File: config.mk
export PLATFORM = sky130hd
export DESIGN_NAME = window_median_engine_flat
export DESIGN_NICKNAME = d
export VERILOG_FILES = /design/src/rtl/window_median_engine_pkg.sv /design/src/rtl/window_median_engine_if.sv /design/src/rtl/window_median_engine_sort_insert_stage.sv /design/src/rtl/window_median_engine.sv /design/src/flat_wrapper.sv
export SDC_FILE = /design/constraint.sdc
export NUM_CORES = 1
export LEC_CHECK = 0
export CAP_MARGIN = 5
export CORE_UTILIZATION = 50
export DETAILED_ROUTE_END_ITERATION = 8
export PLACE_DENSITY_LB_ADDON = 0.3
export SYNTH_ARGS = -nofsm -noshare
export SYNTH_HDL_FRONTEND = slang
export SYNTH_SLANG_ARGS = --single-unit
File: constraint.sdc
create_clock -name clk -period 6.8 [get_ports clk]
set_input_delay 2.04 -clock clk [delete_from_list [all_inputs] [get_ports clk]]
set_output_delay 2.04 -clock clk [all_outputs]
set_load 0.03 [all_outputs]
File: src/rtl/window_median_engine_pkg.sv
// Shared encodings and sizing for the 3x3 window median engine.
package window_median_engine_pkg;

    localparam int unsigned WINDOW_LEN = 9;
    localparam int unsigned MEDIAN_IDX = 4;
    localparam int unsigned COUNT_W    = 4;

    typedef enum logic [1:0] {
        IDLE    = 2'd0,
        COLLECT = 2'd1,
        OUTPUT  = 2'd2
    } engine_state_t;

endpackage

File: src/rtl/window_median_engine_if.sv
// Pixel-in / median-out handshake bundle for window_median_engine.
interface window_median_engine_if #(
    parameter int unsigned PIXEL_WIDTH = 8
);
    import window_median_engine_pkg::*;

    logic [PIXEL_WIDTH-1:0] pixIn;
    logic                   pixValid;
    logic                   windowStart;
    logic                   pixReady;
    logic [PIXEL_WIDTH-1:0] medianOut;
    logic                   medianValid;
    logic                   medianReady;

    modport master (
        output pixIn, pixValid, windowStart, medianReady,
        input  pixReady, medianOut, medianValid
    );

    modport slave (
        input  pixIn, pixValid, windowStart, medianReady,
        output pixReady, medianOut, medianValid
    );

endinterface

File: src/rtl/window_median_engine_sort_insert_stage.sv
// One slot of the insertion sorter: hold, take the new pixel, or take the left neighbour.
module sort_insert_stage
    import window_median_engine_pkg::*;
#(
    parameter int unsigned PIXEL_WIDTH = 8
) (
    input  logic [PIXEL_WIDTH-1:0] pixIn,
    input  logic [PIXEL_WIDTH-1:0] leftVal,
    input  logic                   leftValid,
    input  logic [PIXEL_WIDTH-1:0] slotVal,
    input  logic                   slotValid,
    output logic [PIXEL_WIDTH-1:0] slotNext_c
);

    logic leftMoves;
    logic selfMoves;

    // An entry yields its place when empty or strictly greater, so equal entries stay ahead of the new pixel.
    assign leftMoves = !leftValid || (leftVal > pixIn);
    assign selfMoves = !slotValid || (slotVal > pixIn);

    always_comb begin
        slotNext_c = slotVal;
        if (leftMoves) begin
            slotNext_c = leftVal;
        end else if (selfMoves) begin
            slotNext_c = pixIn;
        end
    end

endmodule

File: src/rtl/window_median_engine.sv
// Streaming 9-pixel median: insertion-sorts each window, then offers sorted[4].
// Optional MEDIAN_MINMAX_EN adds minOut/maxOut registered alongside the median.
module window_median_engine #(
    parameter int unsigned PIXEL_WIDTH = 8,
    parameter int unsigned WINDOW_LEN  = 9
) (
    input  logic                   clk,
    input  logic                   reset,
    window_median_engine_if.slave  pixBus,
`ifdef MEDIAN_MINMAX_EN
    output logic [PIXEL_WIDTH-1:0] minOut,
    output logic [PIXEL_WIDTH-1:0] maxOut,
`endif
    output logic                   busy
);
    import window_median_engine_pkg::*;

    engine_state_t          state;
    engine_state_t          stateNext;
    logic [COUNT_W-1:0]     count;
    logic [PIXEL_WIDTH-1:0] sorted     [WINDOW_LEN];
    logic [PIXEL_WIDTH-1:0] sortedNext [WINDOW_LEN];

    logic accept;
    logic acceptStart;
    logic acceptInsert;
    logic loadMedian;
    logic releaseMedian;

    // Next-state and control decode.
    always_comb begin
        stateNext     = state;
        accept        = pixBus.pixValid && pixBus.pixReady;
        acceptStart   = 1'b0;
        acceptInsert  = 1'b0;
        loadMedian    = 1'b0;
        releaseMedian = 1'b0;
        case (state)
            IDLE: begin
                if (accept && pixBus.windowStart) begin
                    acceptStart = 1'b1;
                    stateNext   = COLLECT;
                end
            end
            COLLECT: begin
                if (accept) begin
                    if (pixBus.windowStart) begin
                        acceptStart = 1'b1;
                    end else begin
                        acceptInsert = 1'b1;
                        if (count == COUNT_W'(WINDOW_LEN - 1)) begin
                            stateNext = OUTPUT;
                        end
                    end
                end
            end
            OUTPUT: begin
                if (!pixBus.medianValid) begin
                    loadMedian = 1'b1;
                end else if (pixBus.medianReady) begin
                    releaseMedian = 1'b1;
                    stateNext     = IDLE;
                end
            end
            default: stateNext = IDLE;
        endcase
    end

    // State register with ready/busy decoded from the next state so they come straight off flops.
    always_ff @(posedge clk or negedge reset) begin
        if (!reset) begin
            state           <= IDLE;
            pixBus.pixReady <= 1'b1;
            busy            <= 1'b0;
        end else begin
            state           <= stateNext;
            pixBus.pixReady <= (stateNext != OUTPUT);
            busy            <= (stateNext != IDLE);
        end
    end

    always_ff @(posedge clk or negedge reset) begin
        if (!reset) begin
            count <= '0;
        end else if (acceptStart) begin
            count <= COUNT_W'(1);
        end else if (acceptInsert) begin
            count <= count + COUNT_W'(1);
        end else if (releaseMedian) begin
            count <= '0;
        end
    end

    // Slot 0 sees a pinned neighbour that never yields, so it only holds or takes the new pixel.
    for (genvar i = 0; i < WINDOW_LEN; i++) begin : gSlot
        logic [PIXEL_WIDTH-1:0] leftVal;
        logic                   leftValid;
        if (i == 0) begin : gHead
            assign leftVal   = '0;
            assign leftValid = 1'b1;
        end else begin : gBody
            assign leftVal   = sorted[i-1];
            assign leftValid = (COUNT_W'(i - 1) < count);
        end
        sort_insert_stage #(
            .PIXEL_WIDTH (PIXEL_WIDTH)
        ) uStage (
            .pixIn      (pixBus.pixIn),
            .leftVal    (leftVal),
            .leftValid  (leftValid),
            .slotVal    (sorted[i]),
            .slotValid  (COUNT_W'(i) < count),
            .slotNext_c (sortedNext[i])
        );
    end

    always_ff @(posedge clk or negedge reset) begin
        if (!reset) begin
            for (int unsigned i = 0; i < WINDOW_LEN; i++) begin
                sorted[i] <= '0;
            end
        end else if (acceptStart) begin
            sorted[0] <= pixBus.pixIn;
        end else if (acceptInsert) begin
            for (int unsigned i = 0; i < WINDOW_LEN; i++) begin
                sorted[i] <= sortedNext[i];
            end
        end
    end

    always_ff @(posedge clk or negedge reset) begin
        if (!reset) begin
            pixBus.medianOut   <= '0;
            pixBus.medianValid <= 1'b0;
        end else if (loadMedian) begin
            pixBus.medianOut   <= sorted[MEDIAN_IDX];
            pixBus.medianValid <= 1'b1;
        end else if (releaseMedian) begin
            pixBus.medianValid <= 1'b0;
        end
    end

`ifdef MEDIAN_MINMAX_EN
    always_ff @(posedge clk or negedge reset) begin
        if (!reset) begin
            minOut <= '0;
            maxOut <= '0;
        end else if (loadMedian) begin
            minOut <= sorted[0];
            maxOut <= sorted[WINDOW_LEN-1];
        end
    end
`endif

endmodule

File: src/flat_wrapper.sv
// flat-port wrapper written by rule: the top's interface ports become plain ports
module window_median_engine_flat import window_median_engine_pkg::*;
#(
    parameter int unsigned PIXEL_WIDTH = 8,
    parameter int unsigned WINDOW_LEN  = 9
)
  (clk, reset, busy, pixBus_pixIn, pixBus_pixValid, pixBus_windowStart, pixBus_medianReady, pixBus_pixReady, pixBus_medianOut, pixBus_medianValid);
  window_median_engine_if #(.PIXEL_WIDTH(PIXEL_WIDTH)) pixBus_i ();
  input  logic clk;
  input  logic reset;
  output logic busy;
  input wire logic [$bits(pixBus_i.pixIn)-1:0] pixBus_pixIn;
  input wire logic [$bits(pixBus_i.pixValid)-1:0] pixBus_pixValid;
  input wire logic [$bits(pixBus_i.windowStart)-1:0] pixBus_windowStart;
  input wire logic [$bits(pixBus_i.medianReady)-1:0] pixBus_medianReady;
  output wire logic [$bits(pixBus_i.pixReady)-1:0] pixBus_pixReady;
  output wire logic [$bits(pixBus_i.medianOut)-1:0] pixBus_medianOut;
  output wire logic [$bits(pixBus_i.medianValid)-1:0] pixBus_medianValid;
  assign pixBus_i.pixIn = pixBus_pixIn;
  assign pixBus_i.pixValid = pixBus_pixValid;
  assign pixBus_i.windowStart = pixBus_windowStart;
  assign pixBus_i.medianReady = pixBus_medianReady;
  assign pixBus_pixReady = pixBus_i.pixReady;
  assign pixBus_medianOut = pixBus_i.medianOut;
  assign pixBus_medianValid = pixBus_i.medianValid;
  window_median_engine #(.PIXEL_WIDTH(PIXEL_WIDTH), .WINDOW_LEN(WINDOW_LEN)) u_core (.clk(clk), .reset(reset), .pixBus(pixBus_i), .busy(busy));
endmodule
==> results of run 1 <==
## logic make-up after synthesis
| family | share of synthesized area (%) |
|---|---|
| xor gates and xnor gates | 0.243 |
| adders and majority gates | 14.9 |
| and+or+nand+nor | 12.0 |
| muxes | 14.6 |
| DFF | 39.7 |
| buffers and inverters | 4.03 |
| AOI/OAI and AO/OA | 14.5 |
## worst reg2reg max path, delay by kind of cell (launching register included)
kind                       cells  cell delay, ns
AOI/OAI and AO/OA              5            1.77
DFF                            1            0.40
adders and majority gates      1            0.32
and+or+nand+nor                1            0.06
## layout by cell type, fill, tap and decap left out, types with 7 or more instances in the layout
cell type | Yosys | layout
a21oi_1 | 24 | 24
a221o_1 | 8 | 8
and3_1 | 9 | 9
clkbuf_8 | 1 | 9
clkdlybuf4s50_1 | 0 | 22
dfrtp_1 | 56 | 56
ha_1 | 43 | 43
inv_1 | 25 | 25
mux2_2 | 37 | 37
mux2i_1 | 11 | 11
nand2_1 | 22 | 22
nand3_1 | 15 | 15
nand4_1 | 7 | 7
nor2_1 | 15 | 15
o21ai_0 | 12 | 12
o221ai_1 | 8 | 8
## sequential cells by signal, indices dropped and copies added, names as in the netlist
name and count:
u_core.pixBus.pixReady 1, u_core.pixBus.medianOut 8, u_core.state 2, u_core.pixBus.medianValid 1, u_core.busy 1, u_core.gSlot.leftVal 40
u_core.count 4
## layer usage
layer  part of all wire, %  vias up  global-route usage [%]
li1                      -     1311                       -
met2                    46       89                    38.0
met4                   2.7        0                    11.1
met5                     0        -                       0
met3                   4.8       19                    5.78
met1                    47     1348                    33.8
## through the flow
stage | hold slack, ns | instance area, um2
4_1_cts | 0.510 | 4130
3_5_place_dp | 0.496 | 3920
6_report | 0.510 | 4130
2_1_floorplan | 0.465 | 3600
3_3_place_gp | 0.488 | 3920
5_1_grt | 0.525 | 4130
## power breakdown
group | total, W | internal (W) | switching (W)
clock network | 0.000345 | 0.000204 | 0.000140
registers | 0.000530 | 0.000444 | 0.0000864
logic | 0.000554 | 0.000257 | 0.000296
total | 0.00143 | 0.000905 | 0.000523
## worst min path at each step
stage / from / to / slack, ns / cells past startpoint
after floorplan: u_core.state[1]$_DFF_PN0_ / u_core.state[0]$_DFF_PN0_ / 0.46 / 1
after global placement: u_core.gSlot[1].leftVal[0]$_DFFE_PN0P_ / u_core.gSlot[1].leftVal[0]$_DFFE_PN0P_ / 0.49 / 1
after detailed placement: u_core.gSlot[1].leftVal[0]$_DFFE_PN0P_ / u_core.gSlot[1].leftVal[0]$_DFFE_PN0P_ / 0.50 / 1
after CTS: u_core.gSlot[1].leftVal[0]$_DFFE_PN0P_ / u_core.gSlot[1].leftVal[0]$_DFFE_PN0P_ / 0.51 / 1
after global routing: u_core.gSlot[1].leftVal[0]$_DFFE_PN0P_ / u_core.gSlot[1].leftVal[0]$_DFFE_PN0P_ / 0.52 / 1
final: u_core.pixBus.medianOut[5]$_DFFE_PN0P_ / u_core.pixBus.medianOut[5]$_DFFE_PN0P_ / 0.51 / 1
## layout make-up
type / count / area [um2]
clock buffers: 10 / 128
clock inverters: 6 / 82.6
fillers: 560 / 2740
inverters: 25 / 93.8
multi-input cells: 246 / 2030
flip-flops and latches: 57 / 1430
well taps: 96 / 120
repair buffers: 27 / 255
==> impl_metrics.toml, run 1 <==
[status]
outcome = "finished, final reports clean"

[drt]
ant_nets = 0
drtIter0Drc = 310
drcViolationCount = 0
vias = 2767
dr.pass1.iters = 5
totalWireLength_um = 8410
vias_per_cell = 5.93
wl_per_cell_um = 18.0

[worst_setup_path]
cp.required_ns = 6.98
worstReg2RegStart = "u_core.gSlot[3].leftVal[7]$_DFFE_PN0P_"
end_kind = "flop"
worstPathMaxFanout = 8
worstPathCellList = "clkdlybuf4s50_1 -> inv_1 -> ha_1 -> nand2_1 -> o21ai_0 -> o21ai_0 -> o311a_1 -> a21oi_1 -> o221ai_1"
ff2ff_path_depth = 7
worstSetupEndpoint = "u_core.gSlot[3].leftVal[1]$_DFFE_PN0P_"
cp_common_cell = "o21ai_0"
reg2reg_setup_slack_ns = 4.09
crit_path_start = "pixBus_pixIn[7]"
startpoint_type = "primary input"
cp.arrival_ns = 4.94
r2r-end = "u_core.gSlot[3].leftVal[1]$_DFFE_PN0P_"
max_stage_delay_ns = 0.67
worstSetupPathType = "in2reg"
crit_cells = 9
path_delay_family = "compound AO/OA/AOI/OAI gates"
critPathBufInv = 2
cpMaxStageDelayCell = "a21oi_1"

[yosys]
synth_edf_count = 0
synth_top_area_cell = "dfrtp_1"
synthFlopType = "dfrtp_1"
synth_top_area_share_pct = 38.9
syn_avg_cell_area_um2 = 10.7
synth_area_leaders = "dfrtp_1 (39%), ha_1 (15%), mux2_2 (12%)"
syn_area_um2 = 3600
syn_nets = 391
yosysWarnings = 0
yosys_register_bits = 57
synth.most_common_cell = "dfrtp_1"
ys_types = 40
yosysSeqAreaShare_pct = 39.7
synth_cells = 335
async_reset_ff_share_pct = 100
synth_common_cells = "dfrtp_1 (56), ha_1 (43), mux2_2 (37)"

[timing]
fin_crit_sh_pct = 70.1
hold_viol = 0
rsz0062_at_grt = "false"
fmax_mhz = 210
clock_skew_ns = 0.0120
slew-limit-headroom_pct = 44.0
finalMaxSlewViolations = 0
tns_ns = 0
setup_viol = 0
finalWorstSetupSlack_ns = 2.04
finalCriticalPeriod_ns = 4.76
tightest_slew_ns = 0.839

[clock_tree]
cts_tree = "yes"
cts.htree.levels = 3
ctsLongestPathBuffers = 2
postCtsSetupBuffers = 0
ctsResizeCount = 0
cts-root-buf = "clkbuf_8"
cts_num_sinks = 57
path_clk_slew_ns = 0.07
clk_latency_ns = 0.34
cts-buffers-inserted = 9
hold_buffers = 0

[global_routing]
overflow = 0
grt_max_degree = 58
antenna_found_initial = 0
grt_pass1_wl_um = 14000
grt_pass1_vias = 2823
track_usage_pct = 24.9

[layout]
post-route-util_pct = 60.2
area_delta_synth_final_pct = 14.8
nets = 422
final_cells = 467
drive_gt1_share_pct = 18.1
num_antenna_cells = 0

[placement]
io_buffers = 23
gp_congestion = 0.824
dpl.hpwl_um = 5850
dp_slack_ns = 1.73
placed_cells = 451

[floorplan]
die_area_um2 = 7540
start_util_pct = 52.4
rows = 30
io_pins = 24
die-width_um = 86.9
die_h_um = 86.9
coreArea_um2 = 6870

[power]
vdd_drop_max_mv = 0.214
power_density_nw_per_um2 = 346
finalPower_w = 0.00143
p_leak_nw = 1.94

[min_path]
hp-class = "reg2reg"

[flow_run]
cap_violations = 0
No activity file was read; power rests on OpenSTA's default activity.
==> run 2, diff against run 1 <==
clock period = 4.7 ns   (was 6.8 ns; I/O delays follow)
==> impl_metrics.toml, run 2 (synthesis results as in run 1) <==
[drt]
vias = 2788
wl_per_cell_um = 18.4
drcViolationCount = 0
vias_per_cell = 5.91
dr.pass1.iters = 4
totalWireLength_um = 8690
ant_nets = 0
drtIter0Drc = 198

[timing]
fmax_mhz = 248
tns_ns = 0
clock_skew_ns = 0.00783
rsz0062_at_grt = "false"
hold_viol = 0
finalMaxSlewViolations = 0
slew-limit-headroom_pct = 45.4
fin_crit_sh_pct = 85.7
finalCriticalPeriod_ns = 4.03
tightest_slew_ns = 0.819
setup_viol = 0

[worst_setup_path]
startpoint_type = "primary input"
cp.arrival_ns = 4.31
worstPathMaxFanout = 11
ff2ff_path_depth = 8
cp.required_ns = 4.98
worstSetupPathType = "in2reg"
crit_path_start = "pixBus_pixIn[7]"
worstReg2RegStart = "u_core.gSlot[2].leftVal[7]$_DFFE_PN0P_"
end_kind = "flop"

[min_path]
holdPathStages = 1
hold_start = "u_core.pixBus.medianOut[0]$_DFFE_PN0P_"
hp-class = "reg2reg"

[layout]
multiInputGateArea_um2 = 2030
layout_commonest_cell = "dfrtp_1"
area_delta_synth_final_pct = 16.8
fillCellCount = 551
largest_reg_flops = 40
final_cells = 472
num_antenna_cells = 0
nets = 427
post-route-util_pct = 61.2
drive_gt1_share_pct = 19.1
final_area_um2 = 4210
ff_latch_area_um2 = 1430
most-common-layout-cells = "dfrtp_1 (56), ha_1 (43), mux2_2 (37)"

[global_routing]
grt_pass1_vias = 2901
overflow = 0
track_usage_pct = 25.0
grt_pass1_wl_um = 14200
antenna_found_initial = 0
grt_max_degree = 32

[placement]
gp_congestion = 0.866
dpl.hpwl_um = 6340
io_buffers = 23
dpl_cell_area_um2 = 3960
placed_cells = 456

[clock_tree]
ctsLongestPathBuffers = 2
cts_num_sinks = 57
path_clk_slew_ns = 0.07
cts_tree = "yes"
cts.htree.levels = 3
postCtsSetupBuffers = 0
ctsResizeCount = 0
hold_buffers = 0
cts-buffers-inserted = 9
clk_latency_ns = 0.35
cts-root-buf = "clkbuf_8"

[floorplan]
coreArea_um2 = 6870
die_area_um2 = 7540
die_h_um = 86.9
io_pins = 24
start_util_pct = 52.4
rows = 30
die-width_um = 86.9

[power]
finalPower_w = 0.00217
power_density_nw_per_um2 = 516
vdd_drop_max_mv = 0.338
p_leak_nw = 1.98

[status]
outcome = "finished, final reports clean"

[flow_run]
cap_violations = 0
-- run 2: critical path, stage by stage --
cell and delay [ns]:
clkdlybuf4s50_1 0.50, inv_1 0.15, ha_1 0.39, nand4_1 0.13, nor3_1 0.27, nor2_1 0.08
a221oi_2 0.51, buf_4 0.29, a21o_1 0.35, a221o_1 0.22
-- run 2: layout make-up --
class	instances	area share, %
Clock buffer	11	3.36
Tap cell	96	2.86
Multi-Input combinational cell	246	48.2
Timing Repair Buffer	32	6.96
Clock inverter	5	2.44
Sequential cell	57	33.9
Inverter	25	2.23
-- run 2: power by group --
part           total [W]  internal, W  leakage [nW]  switching, W
Sequential      0.000764     0.000642         0.712      0.000122
Combinational   0.000834     0.000387          1.14      0.000446
Clock           0.000574     0.000366         0.120      0.000208
Total            0.00217      0.00140          1.98      0.000777
-- run 2: worst paths after layout --
| path | end | slack (ns) |
|---|---|---|
| min in group asynchronous | u_core.count[3]$_DFFE_PN0P_ | 1.09 |
| max | u_core.gSlot[2].leftVal[2]$_DFFE_PN0P_ | 0.67 |
| max in group asynchronous | u_core.pixBus.pixReady$_DFF_PN1_ | 2.72 |
| min | u_core.pixBus.medianOut[0]$_DFFE_PN0P_ | 0.51 |
| max reg2reg | u_core.gSlot[2].leftVal[2]$_DFFE_PN0P_ | 2.03 |
| min reg2reg | u_core.pixBus.medianOut[0]$_DFFE_PN0P_ | 0.51 |
-- run 2: layer usage --
metal / GRT usage, % / wire length, um / vias to the layer above
met4: 11.4 / 187 / 0
met3: 4.83 / 443 / 19
li1: - / - / 1324
met1: 32.7 / 3930 / 1369
met2: 40.2 / 4140 / 76
met5: 0 / 0 / -
-- run 2: through the flow --
step	hold WS [ns]	setup slack, ns
floorplan	0.465	1.15
global placement	0.493	0.396
detailed placement	0.499	0.379
CTS	0.516	0.741
global route	0.526	0.529
finish	0.509	0.671
